## src/rtl/axi_bram_master.sv

```systemverilog
// axi_bram_master: single-word BRAM-style requests issued as single-beat AXI4.
// Optional watchdog enabled by defining AXI_BRAM_MASTER_TIMEOUT_EN.
module axi_bram_master #(
  parameter int unsigned AXI_ID_WIDTH   = 10,
  parameter int unsigned AXI_ADDR_WIDTH = 64,
  parameter int unsigned AXI_DATA_WIDTH = 64,
  parameter int unsigned MEM_ADDR_WIDTH = 19,
  parameter logic [AXI_ADDR_WIDTH-1:0] BASE_ADDR = '0,
  parameter logic [AXI_ID_WIDTH-1:0]   AXI_ID    = '0
`ifdef AXI_BRAM_MASTER_TIMEOUT_EN
  ,
  parameter int unsigned TIMEOUT_CYCLES = 1024
`endif
) (
  input  logic                        clk_i,
  input  logic                        rst_ni,
  input  logic                        req_valid_i,
  output logic                        req_ready_o,
  input  logic [AXI_DATA_WIDTH/8-1:0] req_we_i,
  input  logic [MEM_ADDR_WIDTH-1:0]   req_addr_i,
  input  logic [AXI_DATA_WIDTH-1:0]   req_wdata_i,
  output logic                        rsp_valid_o,
  output logic [AXI_DATA_WIDTH-1:0]   rsp_rdata_o,
  output logic                        rsp_err_o,
  output logic                        timeout_o,
  output logic [AXI_ID_WIDTH-1:0]     m_axi_awid,
  output logic [AXI_ADDR_WIDTH-1:0]   m_axi_awaddr,
  output logic [7:0]                  m_axi_awlen,
  output logic [2:0]                  m_axi_awsize,
  output logic [1:0]                  m_axi_awburst,
  output logic                        m_axi_awlock,
  output logic [3:0]                  m_axi_awcache,
  output logic [2:0]                  m_axi_awprot,
  output logic                        m_axi_awvalid,
  input  logic                        m_axi_awready,
  output logic [AXI_DATA_WIDTH-1:0]   m_axi_wdata,
  output logic [AXI_DATA_WIDTH/8-1:0] m_axi_wstrb,
  output logic                        m_axi_wlast,
  output logic                        m_axi_wvalid,
  input  logic                        m_axi_wready,
  input  logic [AXI_ID_WIDTH-1:0]     m_axi_bid,
  input  logic [1:0]                  m_axi_bresp,
  input  logic                        m_axi_bvalid,
  output logic                        m_axi_bready,
  output logic [AXI_ID_WIDTH-1:0]     m_axi_arid,
  output logic [AXI_ADDR_WIDTH-1:0]   m_axi_araddr,
  output logic [7:0]                  m_axi_arlen,
  output logic [2:0]                  m_axi_arsize,
  output logic [1:0]                  m_axi_arburst,
  output logic                        m_axi_arlock,
  output logic [3:0]                  m_axi_arcache,
  output logic [2:0]                  m_axi_arprot,
  output logic                        m_axi_arvalid,
  input  logic                        m_axi_arready,
  input  logic [AXI_ID_WIDTH-1:0]     m_axi_rid,
  input  logic [AXI_DATA_WIDTH-1:0]   m_axi_rdata,
  input  logic [1:0]                  m_axi_rresp,
  input  logic                        m_axi_rlast,
  input  logic                        m_axi_rvalid,
  output logic                        m_axi_rready
);

  localparam int unsigned SW  = AXI_DATA_WIDTH / 8;
  localparam int unsigned LSB = $clog2(SW);

  typedef enum logic [2:0] {
    IDLE, WADDR, WRESP, RADDR, RDATA
  } state_t;

  state_t state_q, state_d;

  logic aw_valid_q, aw_valid_d;
  logic w_valid_q, w_valid_d;
  logic b_ready_q, b_ready_d;
  logic ar_valid_q, ar_valid_d;
  logic r_ready_q, r_ready_d;
  logic req_ready_q, req_ready_d;
  logic rsp_valid_q, rsp_valid_d;
  logic rsp_err_q, rsp_err_d;
  logic [AXI_DATA_WIDTH-1:0] rsp_rdata_q, rsp_rdata_d;
  logic [AXI_ADDR_WIDTH-1:0] addr_q, addr_d;
  logic [AXI_DATA_WIDTH-1:0] data_q, data_d;
  logic [SW-1:0]             strb_q, strb_d;

  logic accept;
  logic aw_done;
  logic w_done;
  logic [AXI_ADDR_WIDTH-1:0] req_addr_full;

  assign accept  = req_valid_i & req_ready_q;
  assign aw_done = ~aw_valid_q | m_axi_awready;
  assign w_done  = ~w_valid_q | m_axi_wready;

  assign req_addr_full =
    (BASE_ADDR + AXI_ADDR_WIDTH'(req_addr_i)) &
    ~AXI_ADDR_WIDTH'(SW - 1);

  // Next state and next values of every registered output.
  always_comb begin
    state_d     = state_q;
    aw_valid_d  = aw_valid_q;
    w_valid_d   = w_valid_q;
    b_ready_d   = b_ready_q;
    ar_valid_d  = ar_valid_q;
    r_ready_d   = r_ready_q;
    rsp_valid_d = 1'b0;
    rsp_err_d   = rsp_err_q;
    rsp_rdata_d = rsp_rdata_q;
    addr_d      = addr_q;
    data_d      = data_q;
    strb_d      = strb_q;
    unique case (state_q)
      IDLE: begin
        if (accept) begin
          addr_d = req_addr_full;
          data_d = req_wdata_i;
          strb_d = req_we_i;
          if (|req_we_i) begin
            state_d    = WADDR;
            aw_valid_d = 1'b1;
            w_valid_d  = 1'b1;
          end else begin
            state_d    = RADDR;
            ar_valid_d = 1'b1;
          end
        end
      end
      WADDR: begin
        aw_valid_d = aw_valid_q & ~m_axi_awready;
        w_valid_d  = w_valid_q & ~m_axi_wready;
        if (aw_done && w_done) begin
          state_d   = WRESP;
          b_ready_d = 1'b1;
        end
      end
      WRESP: begin
        if (m_axi_bvalid) begin
          state_d     = IDLE;
          b_ready_d   = 1'b0;
          rsp_valid_d = 1'b1;
          rsp_err_d   = m_axi_bresp[1];
        end
      end
      RADDR: begin
        if (m_axi_arready) begin
          state_d    = RDATA;
          ar_valid_d = 1'b0;
          r_ready_d  = 1'b1;
        end
      end
      RDATA: begin
        if (m_axi_rvalid) begin
          state_d     = IDLE;
          r_ready_d   = 1'b0;
          rsp_valid_d = 1'b1;
          rsp_err_d   = m_axi_rresp[1];
          rsp_rdata_d = m_axi_rdata;
        end
      end
      default: state_d = IDLE;
    endcase
    req_ready_d = (state_d == IDLE);
  end

  // State and output registers.
  always_ff @(posedge clk_i or negedge rst_ni) begin
    if (!rst_ni) begin
      state_q     <= IDLE;
      aw_valid_q  <= 1'b0;
      w_valid_q   <= 1'b0;
      b_ready_q   <= 1'b0;
      ar_valid_q  <= 1'b0;
      r_ready_q   <= 1'b0;
      req_ready_q <= 1'b0;
      rsp_valid_q <= 1'b0;
      rsp_err_q   <= 1'b0;
      rsp_rdata_q <= '0;
      addr_q      <= '0;
      data_q      <= '0;
      strb_q      <= '0;
    end else begin
      state_q     <= state_d;
      aw_valid_q  <= aw_valid_d;
      w_valid_q   <= w_valid_d;
      b_ready_q   <= b_ready_d;
      ar_valid_q  <= ar_valid_d;
      r_ready_q   <= r_ready_d;
      req_ready_q <= req_ready_d;
      rsp_valid_q <= rsp_valid_d;
      rsp_err_q   <= rsp_err_d;
      rsp_rdata_q <= rsp_rdata_d;
      addr_q      <= addr_d;
      data_q      <= data_d;
      strb_q      <= strb_d;
    end
  end

`ifdef AXI_BRAM_MASTER_TIMEOUT_EN
  logic [31:0] tmo_cnt_q;
  logic        timeout_q;

  // Watchdog: counts busy cycles, flag sticks until reset.
  always_ff @(posedge clk_i or negedge rst_ni) begin
    if (!rst_ni) begin
      tmo_cnt_q <= '0;
      timeout_q <= 1'b0;
    end else if (accept) begin
      tmo_cnt_q <= '0;
    end else if (state_q != IDLE &&
                 tmo_cnt_q != 32'(TIMEOUT_CYCLES)) begin
      tmo_cnt_q <= tmo_cnt_q + 32'd1;
      if (tmo_cnt_q + 32'd1 == 32'(TIMEOUT_CYCLES))
        timeout_q <= 1'b1;
    end
  end

  assign timeout_o = timeout_q;
`else
  assign timeout_o = 1'b0;
`endif

  logic unused_in;
  assign unused_in = ^{m_axi_bid, m_axi_rid, m_axi_rlast,
                       m_axi_bresp[0], m_axi_rresp[0]};

  assign req_ready_o   = req_ready_q;
  assign rsp_valid_o   = rsp_valid_q;
  assign rsp_rdata_o   = rsp_rdata_q;
  assign rsp_err_o     = rsp_err_q;

  assign m_axi_awid    = AXI_ID;
  assign m_axi_awaddr  = addr_q;
  assign m_axi_awlen   = 8'd0;
  assign m_axi_awsize  = 3'(LSB);
  assign m_axi_awburst = 2'b01;
  assign m_axi_awlock  = 1'b0;
  assign m_axi_awcache = 4'b0010;
  assign m_axi_awprot  = 3'b000;
  assign m_axi_awvalid = aw_valid_q;
  assign m_axi_wdata   = data_q;
  assign m_axi_wstrb   = strb_q;
  assign m_axi_wlast   = 1'b1;
  assign m_axi_wvalid  = w_valid_q;
  assign m_axi_bready  = b_ready_q;
  assign m_axi_arid    = AXI_ID;
  assign m_axi_araddr  = addr_q;
  assign m_axi_arlen   = 8'd0;
  assign m_axi_arsize  = 3'(LSB);
  assign m_axi_arburst = 2'b01;
  assign m_axi_arlock  = 1'b0;
  assign m_axi_arcache = 4'b0010;
  assign m_axi_arprot  = 3'b000;
  assign m_axi_arvalid = ar_valid_q;
  assign m_axi_rready  = r_ready_q;

endmodule

```

## config.mk

```make
export PLATFORM = sky130hd
export DESIGN_NAME = axi_bram_master
export DESIGN_NICKNAME = d
export VERILOG_FILES = /design/src/rtl/axi_bram_master.sv
export SDC_FILE = /design/constraint.sdc
export NUM_CORES = 1
export LEC_CHECK = 0
export BUFFER_PORTS_ARGS = -buffer_cell sky130_fd_sc_hd__buf_2
export CAP_MARGIN = 20
export CELL_PAD_IN_SITES_DETAIL_PLACEMENT = 2
export CELL_PAD_IN_SITES_GLOBAL_PLACEMENT = 2
export CORE_AREA = 3 3 201 203
export CTS_BUF_LIST = sky130_fd_sc_hd__clkbuf_16
export CTS_CLUSTER_SIZE = 10
export DETAILED_ROUTE_END_ITERATION = 10
export DIE_AREA = 0 0 204 206
export HOLD_SLACK_MARGIN = 0.02
export PLACE_DENSITY = 0.67
export SLEW_MARGIN = 20
export SYNTH_ARGS = -nofsm -noshare
export SYNTH_HDL_FRONTEND = slang
export SYNTH_SLANG_ARGS = --single-unit
```

## constraint.sdc

```tcl
create_clock -name clk_i -period 1.45 [get_ports clk_i]
set_input_delay 0.2175 -clock clk_i [delete_from_list [all_inputs] [get_ports clk_i]]
set_output_delay 0.2175 -clock clk_i [all_outputs]
set_load 0.02 [all_outputs]
```

==> After elaboration in Yosys (flattened, before gate mapping) <==
Cells that the tools add are included.
{ "totals": {"ff_bits": 163, "input_bits": 188, "out_inout_bits": 336, "word_cells": 76} }
{ "op_classes": {"n_eq_ne": 11, "muxes": 27, "bitwise": 9, "n_reduce_logical": 16} }
{ "op_table": {"columns": ["operator", "count"], "rows": [
  ["3-bit 2-to-1 mux", 5],
  ["3-bit case mux with 5 select lines", 1],
  ["2-bit inequality test, second input constant", 7],
  ["1-bit case mux with 2 select lines", 7],
  ["1-bit 2-to-1 mux", 13],
  ["3-bit AND reduction", 4],
  ["2-bit nonzero test", 5],
  ["8-bit OR reduction", 1],
  ["3-bit by 2-bit equality test with 1-bit output, second input constant", 2],
  ["3-bit logical NOT", 2],
  ["1-bit inverter", 4],
  ["2-bit AND reduction", 2],
  ["4-bit AND reduction", 1],
  ["1-bit AND", 3],
  ["3-bit by 1-bit equality test with 1-bit output, second input constant", 1],
  ["3-bit equality test, second input constant", 1],
  ["2-bit 2-to-1 mux", 1],
  ["1-bit bitwise OR", 2],
  ["1-bit logical AND", 1]
]} }

==> Logic depth before layout (Yosys ltp) <==
{ "depth": {"ltp_word": 6, "depth_mapped": 6, "depth_no_buf": 3} }

==> Worst setup path before layout <==
Ideal clock, no wire load.
{ "synth_timing": {"path_type": "reg2reg", "startpoint": "reg state_q[0]", "endpoint": "reg addr_q[10], in the netlist m_axi_araddr[10]", "setup_time_ns": 0.125, "arrival_ns": 1.433, "required_ns": 1.325, "slack_ns": -0.108, "path_stages_with_launch": 6, "n_path_buf": 2, "synth_period_minus_slack_ns": 1.558, "cell_sequence": "dfrtp_1 -> buf_6 -> nand4bb_4 -> nor2_2 -> buf_4 -> mux2_2"} }
{ "synth_between": {"elab_chain_len": 2} }
{ "synth_lines": {"columns": ["element", "line", "rtl"], "rows": [
  ["start, declared", "70", "state_t state_q, state_d;"],
  ["start signal, assigned", "182", "state_q <= state_d;"],
  ["3-bit logical NOT", "112", "unique case (state_q)"],
  ["2-bit AND reduction (no line)", null, null],
  ["end signal, assigned", "192", "addr_q <= addr_d;"],
  ["end, declared", "81", "logic [AXI_ADDR_WIDTH-1:0] addr_q, addr_d;"]
]} }
No other way between the ends.
A chain may end at the register's enable or synchronous reset.

==> Worst setup path in the final report <==
{ "layout_timing": {"startpoint": "reg state_q[1]", "endpoint": "reg data_q[26], in the netlist m_axi_wdata[26]"} }
{ "layout_between": {"elab_chain_len": 2} }
{ "layout_lines": {"columns": ["element", "line", "rtl"], "rows": [
  ["3-bit logical NOT", "112", null],
  ["2-bit AND reduction (no line)", null, null],
  ["end signal, assigned", "193", "data_q <= data_d;"],
  ["end, declared", "82", "logic [AXI_DATA_WIDTH-1:0] data_q, data_d;"]
]} }
No other way between the ends.

==> results.tsv <==
stage	metric	value	unit
status	status	finished, violations left	
status	failing checks	negative setup slack	
logic_synthesis	Post-Syn Instances	553	
grt	vias in the first global route	6703	
routing	DR WL met3	1.654	mm
timing	endpoints failing hold	0	
final_layout	Layout area overhead	55.80	%
place	IO Port Bufs	337	
die	die footprint	42020	µm²
grt	antenna violations before repair	2	
timing	setup violators final	157	
die	I/O pin cnt	524	
logic_synthesis	main combinational cell family by area after synthesis	multiplexers	
clock_network	Clock transition at path regs	0.07	ns
routing	First-pass DRT Iterations	4	
clock_network	Clock Latency Late Sink	0.44	ns
timing	Final WS setup	-0.1618	ns
place	hpwl dp	18.64	mm
timing	Peak Freq	0.6204	GHz
die	Core Rows	72	
logic_synthesis	Synthesis Warnings	0	
timing	Final TNS setup	-16.24	ns
logic_synthesis	cell accounting for the most synthesized area	dfrtp_1	
clock_network	cts bufs inserted	17	
logic_synthesis	leading cell type by number of instances after synthesis	buf_4	
power_and_ir_drop	pwr dens	2096	nW/µm²
worst_setup_path	crit path max fanout	15	
routing	Routed Antenna Nets	0	
worst_setup_path	required time of the critical path	1.77	ns
routing	Highest Signal Layer	met4	
worst_setup_path	crit path launch type	register	
routing	DRC violations left	0	
logic_synthesis	top cells by count, synth	190 x buf_4, 163 x dfrtp_1, 146 x mux2_2, 7 x mux2_1, 5 x nand2_1	
timing	fin crit period	1.612	ns
worst_setup_path	crit path capture type	register	
routing	DRT met1 WL	9.715	mm
worst_setup_path	Worst EP arrival	1.93	ns
grt	largest net degree at the start of global routing	42	
hold_path	Hold WC Path Type	input pin to register	
logic_synthesis	post-synthesis register bit count	163	
logic_synthesis	top_reg_cell synth	dfrtp_1	
clock_network	CTS H-tree lvls	4	
place	Placed Area	9614	µm²
logic_synthesis	synth top area cells	dfrtp_1 54%, mux2_2 22%, buf_4 19%	
clock_network	CTS tree	built	
routing	vias	5714	
logic_synthesis	asr flop ratio synth	100.0	%
power_and_ir_drop	static leakage	6.058	nW
timing	Slew Viols, Final	0	
final_layout	fraction of layout instances using a drive strength above 1	52.88	%
power_and_ir_drop	total power draw	24.71	mW
clock_network	clk sinks	163	
die	Core Area	38650	µm²
worst_setup_path	worst setup path class	register to register	
grt	GRT overflow	0	
logic_synthesis	mux cell area share after synthesis	23.10	%
power_and_ir_drop	maximum vdd drop	770.4	µV
place	Cells after DPL	1409	
logic_synthesis	Avg Cell Area, Syn	13.68	µm²
logic_synthesis	number of flops mapped to enable cells by yosys	0	
final_layout	Nets	1253	
final_layout	final instance area	11790	µm²
logic_synthesis	xor/xnor share of the synthesized area	0	%
grt	gr usage total	12.75	%
die	Die Span X	204	µm
routing	initial drt markers	150	
job	MaxCap Viol Count	0	
logic_synthesis	Distinct cells, synth	31	
logic_synthesis	Synth top area share	53.91	%
die	initial core utilization	19.58	%
routing	DR vias/cell	3.580	
clock_network	root buffer cell	clkbuf_16	
logic_synthesis	adder-cell share of the synthesized area	0	%
final_layout	non-filler cells, final	1596	
routing	WL met2	15.81	mm
routing	drt wl/cell	17.54	µm
timing	RSZ-0062 raised after global routing	true	
final_layout	Final Util	30.50	%
logic_synthesis	Synth Area in Compound Gates	1.075	%
place	gpl congestion	0.7082	
timing	final worst-path cycle share	111.2	%
die	die height	206	µm
logic_synthesis	Mapped Area	7566	µm²
logic_synthesis	Seq/Total Area, Yosys	53.91	%
logic_synthesis	Simple-Gate Fraction of Synth Area	2.365	%
grt	global-route wire length before repair	40.48	mm
timing	skew final	0.007804	ns
routing	final wirelength	27.99	mm
clock_network	CTS Buffer Depth	2	
repair_timing:
action | 4_1_cts | 5_1_grt
buffers inserted | 2 | 0
endpoints found under the hold margin | 314 | 0
hold buffers | 152 | 0
resized for setup | 29 | 7
endpoints found under the setup margin | 156 | 160
pin swaps | 2 | 0
gates cloned | 1 | 0
path summary, 6_finish.rpt:
kind,to,startpoint,slack (ns),cells past startpoint
setup / recovery,m_axi_wdata[26],state_q[1],-0.16,5
hold reg to reg,rsp_rdata_o[7],rsp_rdata_o[7],0.50,1
max in group asynchronous,rsp_rdata_o[17],rst_ni,0.64,3
min in group asynchronous,m_axi_araddr[14],rst_ni,0.22,2
hold / removal,m_axi_awvalid,m_axi_awready,0.09,4
setup reg to reg,m_axi_wdata[26],state_q[1],-0.16,5
state kept, by name, summed over array words and instances (netlist names):
| signal | flops |
|---|---|
| m_axi_bready | 1 |
| m_axi_wdata | 64 |
| state_q | 3 |
| rsp_err_o | 1 |
| rsp_rdata_o | 64 |
| rsp_valid_o | 1 |
| m_axi_rready | 1 |
| m_axi_arvalid | 1 |
| m_axi_wvalid | 1 |
| m_axi_awvalid | 1 |
| req_ready_o | 1 |
| m_axi_araddr | 16 |
| m_axi_wstrb | 8 |
kinds of logic after synthesis:
family          after synthesis
compound gates               12
buf+inv                     197
flops                       163
other cells                   2
mux                         155
simple gates                 24
per-stage QoR:
stage,setup WS [ns],hold slack (ns)
after global routing,-0.2290,0.07701
after global placement,-0.1528,0.08053
after floorplan,-0.1045,-0.07809
after detailed placement,-0.1756,0.08035
final,-0.1618,0.09363
after CTS,-0.1857,0.05180
metal layers:
layer  vias up  track usage (%)
li1       2544                -
met1      2866            12.70
met2       259            24.84
met3        45            3.465
met4         0            5.284
met5         -                0
layout make-up:
cell class / instances / area (µm²)
inverters: 2 / 7.507
well taps: 518 / 648.1
clock buffers: 17 / 425.4
diodes: 2 / 5.005
fillers: 4195 / 26860
repair buffers: 529 / 3656
multi-input cells: 352 / 2889
clock inverters: 13 / 76.32
flip-flops and latches: 163 / 4080
worst max-delay path, stage by stage, from the launching register on:
cell,delay (ns)
dfrtp_1,0.41
nand4bb_4,0.26
nor2_4,0.12
buf_12,0.17
buf_12,0.17
mux2_2,0.35
layout by cell type (no fill, tap or decap), types with 2 or more instances in the layout:
| master | netlist | routed |
|---|---|---|
| clkinv_4 | 0 | 2 |
| buf_6 | 2 | 2 |
| mux2_2 | 146 | 86 |
| nand3b_1 | 3 | 3 |
| diode_2 | 0 | 2 |
| buf_2 | 3 | 336 |
| nor2_1 | 2 | 2 |
| conb_1 | 2 | 160 |
| clkinvlp_4 | 0 | 2 |
| or2_4 | 0 | 2 |
| nor2b_1 | 3 | 3 |
| clkinv_2 | 0 | 4 |
| clkbuf_16 | 0 | 17 |
| buf_12 | 0 | 11 |
| nand2_1 | 5 | 5 |
| inv_1 | 2 | 6 |
| buf_4 | 190 | 28 |
| o21ai_0 | 4 | 2 |
| dlygate4sd3_1 | 0 | 152 |
| or4_1 | 2 | 2 |
| o31ai_1 | 2 | 2 |
| or4_4 | 2 | 2 |
| mux2_4 | 1 | 68 |
| dfrtp_1 | 163 | 162 |
report_power, final:
part           switching [mW]  total, mW  internal (mW)
Sequential               1.43       8.29           6.86
Clock                    1.96       4.10           2.14
Combinational            6.81       12.3           5.51
Power figures use the tool's default switching activity.
